[src/rtl/uart_tx_seq_if.sv]
// Register-bus and source-byte signals between uart_tx_seq, the UART register port and the byte source.
interface uart_tx_seq_if;
  logic       reg_cs;
  logic       reg_wr;
  logic [3:0] reg_addr;
  logic [7:0] reg_wdata;
  logic       reg_be;
  logic [7:0] reg_rdata;
  logic       reg_ack;
  logic       src_valid;
  logic [7:0] src_data;
  logic       src_ready;

  modport master (
    output reg_cs, reg_wr, reg_addr, reg_wdata, reg_be, src_ready,
    input  reg_rdata, reg_ack, src_valid, src_data
  );

  modport slave (
    input  reg_cs, reg_wr, reg_addr, reg_wdata, reg_be, src_ready,
    output reg_rdata, reg_ack, src_valid, src_data
  );
endinterface

[src/rtl/uart_tx_seq.sv]
// Streams a byte block into the UART TX FIFO: polls free space, then writes up to that many bytes.
// First cs one cycle after cmd_start; cs held until reg_ack, then at least one idle cycle; source stalls idle the bus.
module uart_tx_seq #(
  parameter int         LEN_W       = 16,
  parameter int         POLL_DLY    = 8,
  parameter logic [3:0] ADDR_FSPACE = 4'h7,
  parameter logic [3:0] ADDR_TXDATA = 4'h5
) (
  input  logic             mclk,
  input  logic             reset,
  input  logic             cmd_start,
  input  logic [LEN_W-1:0] cmd_len,
  input  logic             cmd_abort,
  output logic             busy,
  output logic             done,
  output logic             aborted,
  output logic [LEN_W-1:0] sent_cnt,
  uart_tx_seq_if.master    bus
);
  localparam int            PW        = (POLL_DLY > 1) ? $clog2(POLL_DLY) : 1;
  localparam logic [PW-1:0] POLL_LAST = PW'(POLL_DLY - 1);

  typedef enum logic [2:0] {IDLE, RD_SP, WR_WAIT, WR_BUS, POLL, DONE} state_t;

  state_t           state_q, state_d;
  logic             busy_d, done_d, aborted_d;
  logic             abort_pend_q, abort_pend_d;
  logic [LEN_W-1:0] sent_d, rem_q, rem_d;
  logic [4:0]       burst_q, burst_d;
  logic [PW-1:0]    pcnt_q, pcnt_d;
  logic             cs_q, cs_d, wr_q, wr_d;
  logic [3:0]       addr_q, addr_d;
  logic [7:0]       wdata_q, wdata_d;
  logic             ack, abort_now;
  logic [4:0]       space;
  logic             rdata_unused;

  assign ack          = cs_q & bus.reg_ack;
  assign abort_now    = abort_pend_q | cmd_abort;
  assign space        = bus.reg_rdata[4:0];
  assign rdata_unused = ^bus.reg_rdata[7:5];

  always_comb begin
    state_d      = state_q;
    busy_d       = busy;
    done_d       = 1'b0;
    aborted_d    = aborted;
    sent_d       = sent_cnt;
    rem_d        = rem_q;
    burst_d      = burst_q;
    pcnt_d       = pcnt_q;
    abort_pend_d = abort_pend_q | (cmd_abort && (state_q != IDLE));
    cs_d         = cs_q;
    wr_d         = wr_q;
    addr_d       = addr_q;
    wdata_d      = wdata_q;

    case (state_q)
      IDLE: begin
        abort_pend_d = 1'b0;
        if (cmd_start) begin
          aborted_d = 1'b0;
          sent_d    = '0;
          if (cmd_len == '0) begin
            done_d = 1'b1;
          end else begin
            rem_d   = cmd_len;
            busy_d  = 1'b1;
            cs_d    = 1'b1;
            wr_d    = 1'b0;
            addr_d  = ADDR_FSPACE;
            state_d = RD_SP;
          end
        end
      end
      RD_SP: begin
        // Entered with cs low after a burst, so the read starts one cycle later.
        if (!cs_q) begin
          cs_d   = 1'b1;
          wr_d   = 1'b0;
          addr_d = ADDR_FSPACE;
        end else if (ack) begin
          cs_d = 1'b0;
          if (abort_now) begin
            done_d    = 1'b1;
            aborted_d = 1'b1;
            state_d   = DONE;
          end else if (space == 5'd0) begin
            pcnt_d  = '0;
            state_d = POLL;
          end else begin
            burst_d = (rem_q < LEN_W'(space)) ? rem_q[4:0] : space;
            state_d = WR_WAIT;
          end
        end
      end
      WR_WAIT: begin
        if (abort_now) begin
          done_d    = 1'b1;
          aborted_d = 1'b1;
          state_d   = DONE;
        end else if (bus.src_valid) begin
          cs_d    = 1'b1;
          wr_d    = 1'b1;
          addr_d  = ADDR_TXDATA;
          wdata_d = bus.src_data;
          state_d = WR_BUS;
        end
      end
      WR_BUS: begin
        if (ack) begin
          cs_d    = 1'b0;
          wr_d    = 1'b0;
          sent_d  = sent_cnt + LEN_W'(1);
          rem_d   = rem_q - LEN_W'(1);
          burst_d = burst_q - 5'd1;
          // The last byte wins over a coincident abort.
          if (rem_q == LEN_W'(1)) begin
            done_d  = 1'b1;
            state_d = DONE;
          end else if (abort_now) begin
            done_d    = 1'b1;
            aborted_d = 1'b1;
            state_d   = DONE;
          end else if (burst_q == 5'd1) begin
            state_d = RD_SP;
          end else begin
            state_d = WR_WAIT;
          end
        end
      end
      POLL: begin
        if (abort_now) begin
          done_d    = 1'b1;
          aborted_d = 1'b1;
          state_d   = DONE;
        end else if (pcnt_q == POLL_LAST) begin
          cs_d    = 1'b1;
          wr_d    = 1'b0;
          addr_d  = ADDR_FSPACE;
          state_d = RD_SP;
        end else begin
          pcnt_d = pcnt_q + PW'(1);
        end
      end
      DONE: begin
        busy_d       = 1'b0;
        abort_pend_d = 1'b0;
        state_d      = IDLE;
      end
      default: state_d = IDLE;
    endcase
  end

  always_ff @(posedge mclk) begin
    if (reset) begin
      state_q      <= IDLE;
      busy         <= 1'b0;
      done         <= 1'b0;
      aborted      <= 1'b0;
      sent_cnt     <= '0;
      rem_q        <= '0;
      burst_q      <= '0;
      pcnt_q       <= '0;
      abort_pend_q <= 1'b0;
      cs_q         <= 1'b0;
      wr_q         <= 1'b0;
      addr_q       <= '0;
      wdata_q      <= '0;
    end else begin
      state_q      <= state_d;
      busy         <= busy_d;
      done         <= done_d;
      aborted      <= aborted_d;
      sent_cnt     <= sent_d;
      rem_q        <= rem_d;
      burst_q      <= burst_d;
      pcnt_q       <= pcnt_d;
      abort_pend_q <= abort_pend_d;
      cs_q         <= cs_d;
      wr_q         <= wr_d;
      addr_q       <= addr_d;
      wdata_q      <= wdata_d;
    end
  end

  assign bus.reg_cs    = cs_q;
  assign bus.reg_wr    = wr_q;
  assign bus.reg_addr  = addr_q;
  assign bus.reg_wdata = wdata_q;
  assign bus.reg_be    = cs_q;
  assign bus.src_ready = (state_q == WR_BUS) & ack;
endmodule

[src/flat_wrapper.sv]
// flat-port wrapper written by rule: the top's interface ports become plain ports
module uart_tx_seq_flat 
#(
  parameter int         LEN_W       = 16,
  parameter int         POLL_DLY    = 8,
  parameter logic [3:0] ADDR_FSPACE = 4'h7,
  parameter logic [3:0] ADDR_TXDATA = 4'h5
)
  (mclk, reset, cmd_start, cmd_len, cmd_abort, busy, done, aborted, sent_cnt, bus_reg_cs, bus_reg_wr, bus_reg_addr, bus_reg_wdata, bus_reg_be, bus_src_ready, bus_reg_rdata, bus_reg_ack, bus_src_valid, bus_src_data);
  uart_tx_seq_if bus_i ();
  input  logic mclk;
  input  logic reset;
  input  logic cmd_start;
  input  logic [LEN_W-1:0] cmd_len;
  input  logic cmd_abort;
  output logic busy;
  output logic done;
  output logic aborted;
  output logic [LEN_W-1:0] sent_cnt;
  output wire logic [$bits(bus_i.reg_cs)-1:0] bus_reg_cs;
  output wire logic [$bits(bus_i.reg_wr)-1:0] bus_reg_wr;
  output wire logic [$bits(bus_i.reg_addr)-1:0] bus_reg_addr;
  output wire logic [$bits(bus_i.reg_wdata)-1:0] bus_reg_wdata;
  output wire logic [$bits(bus_i.reg_be)-1:0] bus_reg_be;
  output wire logic [$bits(bus_i.src_ready)-1:0] bus_src_ready;
  input wire logic [$bits(bus_i.reg_rdata)-1:0] bus_reg_rdata;
  input wire logic [$bits(bus_i.reg_ack)-1:0] bus_reg_ack;
  input wire logic [$bits(bus_i.src_valid)-1:0] bus_src_valid;
  input wire logic [$bits(bus_i.src_data)-1:0] bus_src_data;
  assign bus_reg_cs = bus_i.reg_cs;
  assign bus_reg_wr = bus_i.reg_wr;
  assign bus_reg_addr = bus_i.reg_addr;
  assign bus_reg_wdata = bus_i.reg_wdata;
  assign bus_reg_be = bus_i.reg_be;
  assign bus_src_ready = bus_i.src_ready;
  assign bus_i.reg_rdata = bus_reg_rdata;
  assign bus_i.reg_ack = bus_reg_ack;
  assign bus_i.src_valid = bus_src_valid;
  assign bus_i.src_data = bus_src_data;
  uart_tx_seq #(.LEN_W(LEN_W), .POLL_DLY(POLL_DLY), .ADDR_FSPACE(ADDR_FSPACE), .ADDR_TXDATA(ADDR_TXDATA)) u_core (.mclk(mclk), .reset(reset), .cmd_start(cmd_start), .cmd_len(cmd_len), .cmd_abort(cmd_abort), .busy(busy), .done(done), .aborted(aborted), .sent_cnt(sent_cnt), .bus(bus_i));
endmodule
[config.mk]
export PLATFORM = sky130hd
export DESIGN_NAME = uart_tx_seq_flat
export DESIGN_NICKNAME = d
export VERILOG_FILES = /design/src/rtl/uart_tx_seq_if.sv /design/src/rtl/uart_tx_seq.sv /design/src/flat_wrapper.sv
export SDC_FILE = /design/constraint.sdc
export NUM_CORES = 1
export LEC_CHECK = 0
export BUFFER_PORTS_ARGS = -buffer_cell sky130_fd_sc_hd__buf_2
export CORE_ASPECT_RATIO = 2
export CORE_MARGIN = 2
export CORE_UTILIZATION = 31
export CTS_CLUSTER_SIZE = 28
export DETAILED_ROUTE_END_ITERATION = 12
export GPL_TIMING_DRIVEN = 0
export MAX_ROUTING_LAYER = met4
export PLACE_DENSITY = 0.59
export RECOVER_POWER = 25
export SLEW_MARGIN = 10
export SYNTH_ARGS = -nofsm -noshare
export SYNTH_HDL_FRONTEND = slang
export SYNTH_SLANG_ARGS = --single-unit
[constraint.sdc]
create_clock -name mclk -period 5.55 [get_ports mclk]
set_input_delay 1.11 -clock mclk [delete_from_list [all_inputs] [get_ports mclk]]
set_output_delay 1.11 -clock mclk [all_outputs]
set_load 0.05 [all_outputs]
==> impl_metrics.prom <==
# TYPE chip_impl_metric gauge
chip_impl_metric{name="chipHeight",unit="µm"} 158
chip_impl_metric{name="via_per_inst",unit=""} 5.61
chip_impl_metric{name="transition_time_at_the_pin_with_the_least_slew_margin",unit="ns"} 0.882
chip_impl_metric{name="postLayoutSetupSlackWorst",unit="ns"} 2.12
chip_impl_info{name="synth_area_leader_cell",value="sky130_fd_sc_hd__dfxtp_1"} 1
chip_impl_metric{name="critPathBufInv",unit=""} 4
chip_impl_metric{name="ys_async_sr_fraction",unit=""} 0
chip_impl_metric{name="worst_slew_margin_rel",unit=""} 0.406
chip_impl_metric{name="area_delta_synth_final",unit="%"} 22.2
chip_impl_metric{name="numPlacedInstances",unit=""} 688
chip_impl_info{name="synth_area_leaders",value="sky130_fd_sc_hd__dfxtp_1 (32%), sky130_fd_sc_hd__nor2_1 (5.3%), sky130_fd_sc_hd__a21oi_1 (4.8%)"} 1
chip_impl_metric{name="postCtsHoldBufs",unit=""} 0
chip_impl_metric{name="routed_wl",unit="µm"} 12500
chip_impl_info{name="status",value="complete, no violations"} 1
chip_impl_metric{name="synth.avg_cell_area",unit="µm²"} 7.70
chip_impl_metric{name="detailedPlace.worstSlack",unit="ns"} 2.14
chip_impl_metric{name="avgRoutedWirePerCell",unit="µm"} 17.7
chip_impl_metric{name="port_buffers",unit=""} 67
chip_impl_metric{name="cts-resized-gates",unit=""} 0
chip_impl_metric{name="multi_input_area",unit="µm²"} 2250
chip_impl_metric{name="nFillCells",unit=""} 1276
chip_impl_info{name="path_common_cell",value="sky130_fd_sc_hd__buf_2"} 1
chip_impl_metric{name="dp_hpwl",unit="µm"} 9640
chip_impl_metric{name="static-leakage-power",unit="nW"} 1.64
chip_impl_metric{name="crit_path_largest_cell_delay",unit="ns"} 0.29
chip_impl_metric{name="post_synth_inst_count",unit=""} 476
chip_impl_metric{name="cts_htree_levels",unit=""} 3
chip_impl_metric{name="fp.dieArea",unit="µm²"} 12800
chip_impl_metric{name="drt-initial-drc-count",unit=""} 216
chip_impl_metric{name="floorplan.io_pins",unit=""} 73
chip_impl_metric{name="grt_pass1_wl",unit="µm"} 19200
chip_impl_info{name="critPathTopFamily",value="buffers and inverters"} 1
chip_impl_metric{name="final_min_period_over_clock_period",unit=""} 0.618
chip_impl_metric{name="ys_warn_count",unit=""} 0
chip_impl_info{name="critical_path.cell_chain",value="buf_2 > and2_1 > clkbuf_1 > nand2_1 > inv_1 > buf_2"} 1
chip_impl_info{name="synth_flop_cell",value="sky130_fd_sc_hd__dfxtp_1"} 1
chip_impl_metric{name="layout_net_count",unit=""} 603
chip_impl_metric{name="final_layout_size_suffix_gt1_frac",unit=""} 0.147
chip_impl_info{name="hold_crit_class",value="reg2reg"} 1
chip_impl_metric{name="rows",unit=""} 56
chip_impl_metric{name="skew",unit="ns"} 0.00712
chip_impl_metric{name="initial_core_util",unit=""} 0.315
chip_impl_metric{name="numCtsBuffers",unit=""} 9
chip_impl_info{name="synthMostInstantiatedCell",value="sky130_fd_sc_hd__dfxtp_1"} 1
chip_impl_info{name="clockRootBuffer",value="sky130_fd_sc_hd__clkbuf_16"} 1
chip_impl_metric{name="route.antenna.remaining_nets",unit=""} 0
chip_impl_metric{name="power-per-cell-area",unit="nW/µm²"} 309
chip_impl_metric{name="layoutNonFillerInstCount",unit=""} 704
chip_impl_info{name="tritoncts",value="built"} 1
chip_impl_metric{name="synth_cell_types",unit=""} 65
chip_impl_metric{name="ff_latch_area",unit="µm²"} 1180
chip_impl_metric{name="max_clock_freq",unit="MHz"} 291
chip_impl_metric{name="dieWidth",unit="µm"} 80.9
chip_impl_metric{name="antenna_violations_before_repair",unit=""} 0
chip_impl_metric{name="via_count",unit=""} 3946
chip_impl_metric{name="clockBufferDepth",unit=""} 2
chip_impl_metric{name="cap_violations",unit=""} 0
chip_impl_metric{name="detail_route.drc_violations",unit=""} 0
chip_impl_metric{name="final_period_minus_worst_setup_slack",unit="ns"} 3.43
chip_impl_metric{name="power.ir.vdd_worst",unit="mV"} 0.232
chip_impl_metric{name="first_global_vias",unit=""} 3913
chip_impl_metric{name="ff_latch_count_synth",unit=""} 59
chip_impl_metric{name="grt_usage",unit=""} 0.205
chip_impl_metric{name="grt_start_max_net_pins",unit=""} 13
chip_impl_info{name="worstSetupStartpointType",value="primary input"} 1
chip_impl_info{name="yosys-top-cells-count",value="sky130_fd_sc_hd__dfxtp_1 (59), sky130_fd_sc_hd__nor2_1 (52), sky130_fd_sc_hd__nand2_1 (46), sky130_fd_sc_hd__a21oi_1 (35), sky130_fd_sc_hd__nor3_1 (29)"} 1
chip_impl_metric{name="total_power",unit="mW"} 1.39
chip_impl_metric{name="crit_required",unit="ns"} 4.44
chip_impl_metric{name="mappedNetlistNets",unit=""} 525
chip_impl_metric{name="cts_post_setup_buffers_inserted",unit=""} 0
chip_impl_metric{name="timing.final.hold_violations",unit=""} 0
chip_impl_metric{name="fin_util",unit=""} 0.385
chip_impl_metric{name="grt_overflow_total",unit=""} 0
chip_impl_metric{name="timing.critical_path.arrival",unit="ns"} 2.32
chip_impl_metric{name="synth_largest_type_area_fraction",unit=""} 0.322
chip_impl_metric{name="synth-edff-count",unit=""} 0
chip_impl_metric{name="setup_tns",unit="ns"} 0
chip_impl_metric{name="clock_sinks",unit=""} 59
chip_impl_info{name="cell_with_the_biggest_individual_delay_on_the_critical_path",value="sky130_fd_sc_hd__nand2_1"} 1
chip_impl_metric{name="cp_max_fo",unit=""} 6
chip_impl_metric{name="finalMaxSlewViolations",unit=""} 0
chip_impl_metric{name="gp_routability_congestion",unit=""} 0.938
chip_impl_metric{name="firstDrtPassIters",unit=""} 5
chip_impl_info{name="endpoint_kind",value="output port"} 1
chip_impl_metric{name="core_ar",unit="µm²"} 11600
chip_impl_info{name="rsz0062_at_grt",value="false"} 1
chip_impl_metric{name="num_antenna_cells",unit=""} 0
chip_impl_metric{name="yosysSeqAreaShare",unit=""} 0.322
chip_impl_metric{name="final-setup-viol-count",unit=""} 0
chip_impl_info{name="critical_path_class",value="in2out"} 1
chip_impl_metric{name="cts.reportedPaths.clkPinSlew",unit="ns"} 0.06
chip_impl_metric{name="syn_area",unit="µm²"} 3670
chip_impl_metric{name="worst_skew_pair.late_latency",unit="ns"} 0.34
registers in the layout (all words and copies together) (netlist names), 2 cells and up:
register and count:
u_core.state_q 3, u_core.rem_q 16, u_core.bus.reg_addr 2, u_core.burst_q 5, u_core.bus.reg_wdata 8, u_core.sent_cnt 16
u_core.pcnt_q 3
cells in the final DEF, fill, tap and decap left out, types with 4 or more instances in the layout:
| cell type | instances |
|---|---|
| sky130_fd_sc_hd__mux2i_1 | 13 |
| sky130_fd_sc_hd__a21oi_1 | 35 |
| sky130_fd_sc_hd__nor3_1 | 29 |
| sky130_fd_sc_hd__xor2_1 | 4 |
| sky130_fd_sc_hd__nand4_1 | 6 |
| sky130_fd_sc_hd__clkbuf_16 | 9 |
| sky130_fd_sc_hd__inv_1 | 16 |
| sky130_fd_sc_hd__nor2_1 | 52 |
| sky130_fd_sc_hd__buf_2 | 44 |
| sky130_fd_sc_hd__clkinv_4 | 4 |
| sky130_fd_sc_hd__o21a_1 | 4 |
| sky130_fd_sc_hd__or4_1 | 9 |
| sky130_fd_sc_hd__o31ai_1 | 5 |
| sky130_fd_sc_hd__nand3_1 | 14 |
| sky130_fd_sc_hd__or3b_2 | 4 |
| sky130_fd_sc_hd__o211ai_1 | 5 |
| sky130_fd_sc_hd__o22ai_1 | 4 |
| sky130_fd_sc_hd__xnor2_1 | 9 |
| sky130_fd_sc_hd__nand2_1 | 46 |
| sky130_fd_sc_hd__o21ai_0 | 25 |
| sky130_fd_sc_hd__o32ai_1 | 4 |
| sky130_fd_sc_hd__o21ai_1 | 4 |
| sky130_fd_sc_hd__or3_1 | 4 |
| sky130_fd_sc_hd__clkbuf_1 | 51 |
| sky130_fd_sc_hd__nand2b_1 | 6 |
| sky130_fd_sc_hd__ha_1 | 11 |
| sky130_fd_sc_hd__nor3b_1 | 4 |
| sky130_fd_sc_hd__dfxtp_1 | 59 |
| sky130_fd_sc_hd__nor4_1 | 10 |
worst min-delay path, cell delays in order (launching register included):
cell and delay [ns]:
sky130_fd_sc_hd__dfxtp_1 0.31, sky130_fd_sc_hd__nand2b_1 0.07, sky130_fd_sc_hd__a21oi_1 0.05
final timing paths:
kind	start	end	slack, ns	depth (start not counted)
worst min-delay path	u_core.pcnt_q[2]	u_core.pcnt_q[2]	0.48	2
worst min register to register	u_core.pcnt_q[2]	u_core.pcnt_q[2]	0.48	2
worst max-delay path	bus_reg_ack	bus_src_ready	2.12	6
worst max register to register	u_core.pcnt_q[0]	u_core.state_q[2]	2.85	7
per-layer routing:
layer  up-vias  global-route usage  wire, µm
met5         -                   -         0
met4         0               0.133       679
met3        55              0.0410       553
met2       137               0.370      6810
met1      1855               0.191      4410
li1       1899                   -         -
area by class of cell:
| cell class | count | share of cell area |
|---|---|---|
| repair buffers | 67 | 0.0684 |
| clock buffers | 9 | 0.0502 |
| clock inverters | 7 | 0.0229 |
| well taps | 145 | 0.0405 |
| flip-flops and latches | 59 | 0.263 |
| inverters | 16 | 0.0134 |
| plain buffers | 36 | 0.0402 |
| multi-input cells | 365 | 0.501 |
per-stage QoR:
stage / hold slack [ns] / cell area, µm²
detailed placement: 0.475 / 4180
floorplan: 0.450 / 3670
finish: 0.483 / 4480
global route: 0.518 / 4480
CTS: 0.487 / 4510
global placement: 0.461 / 4180
power by group:
group          switching, mW  internal [mW]  leakage, nW
logic                  0.205          0.104         1.01
clock network          0.215          0.395        0.156
registers             0.0217          0.444        0.479
cells by family (layout without fill, tap and decap cells):
group           after synthesis  count (layout)  share of synthesized area
other cells                   1               1                    0.00102
mux                          14              14                     0.0386
simple gates                205             205                      0.283
flops                        59              59                      0.322
buf+inv                      52             135                     0.0655
fa+ha+maj                    11              11                     0.0375
xor+xnor                     13              13                     0.0310
compound gates              121             121                      0.222
Note: power is estimated with default switching activity, not from simulation.
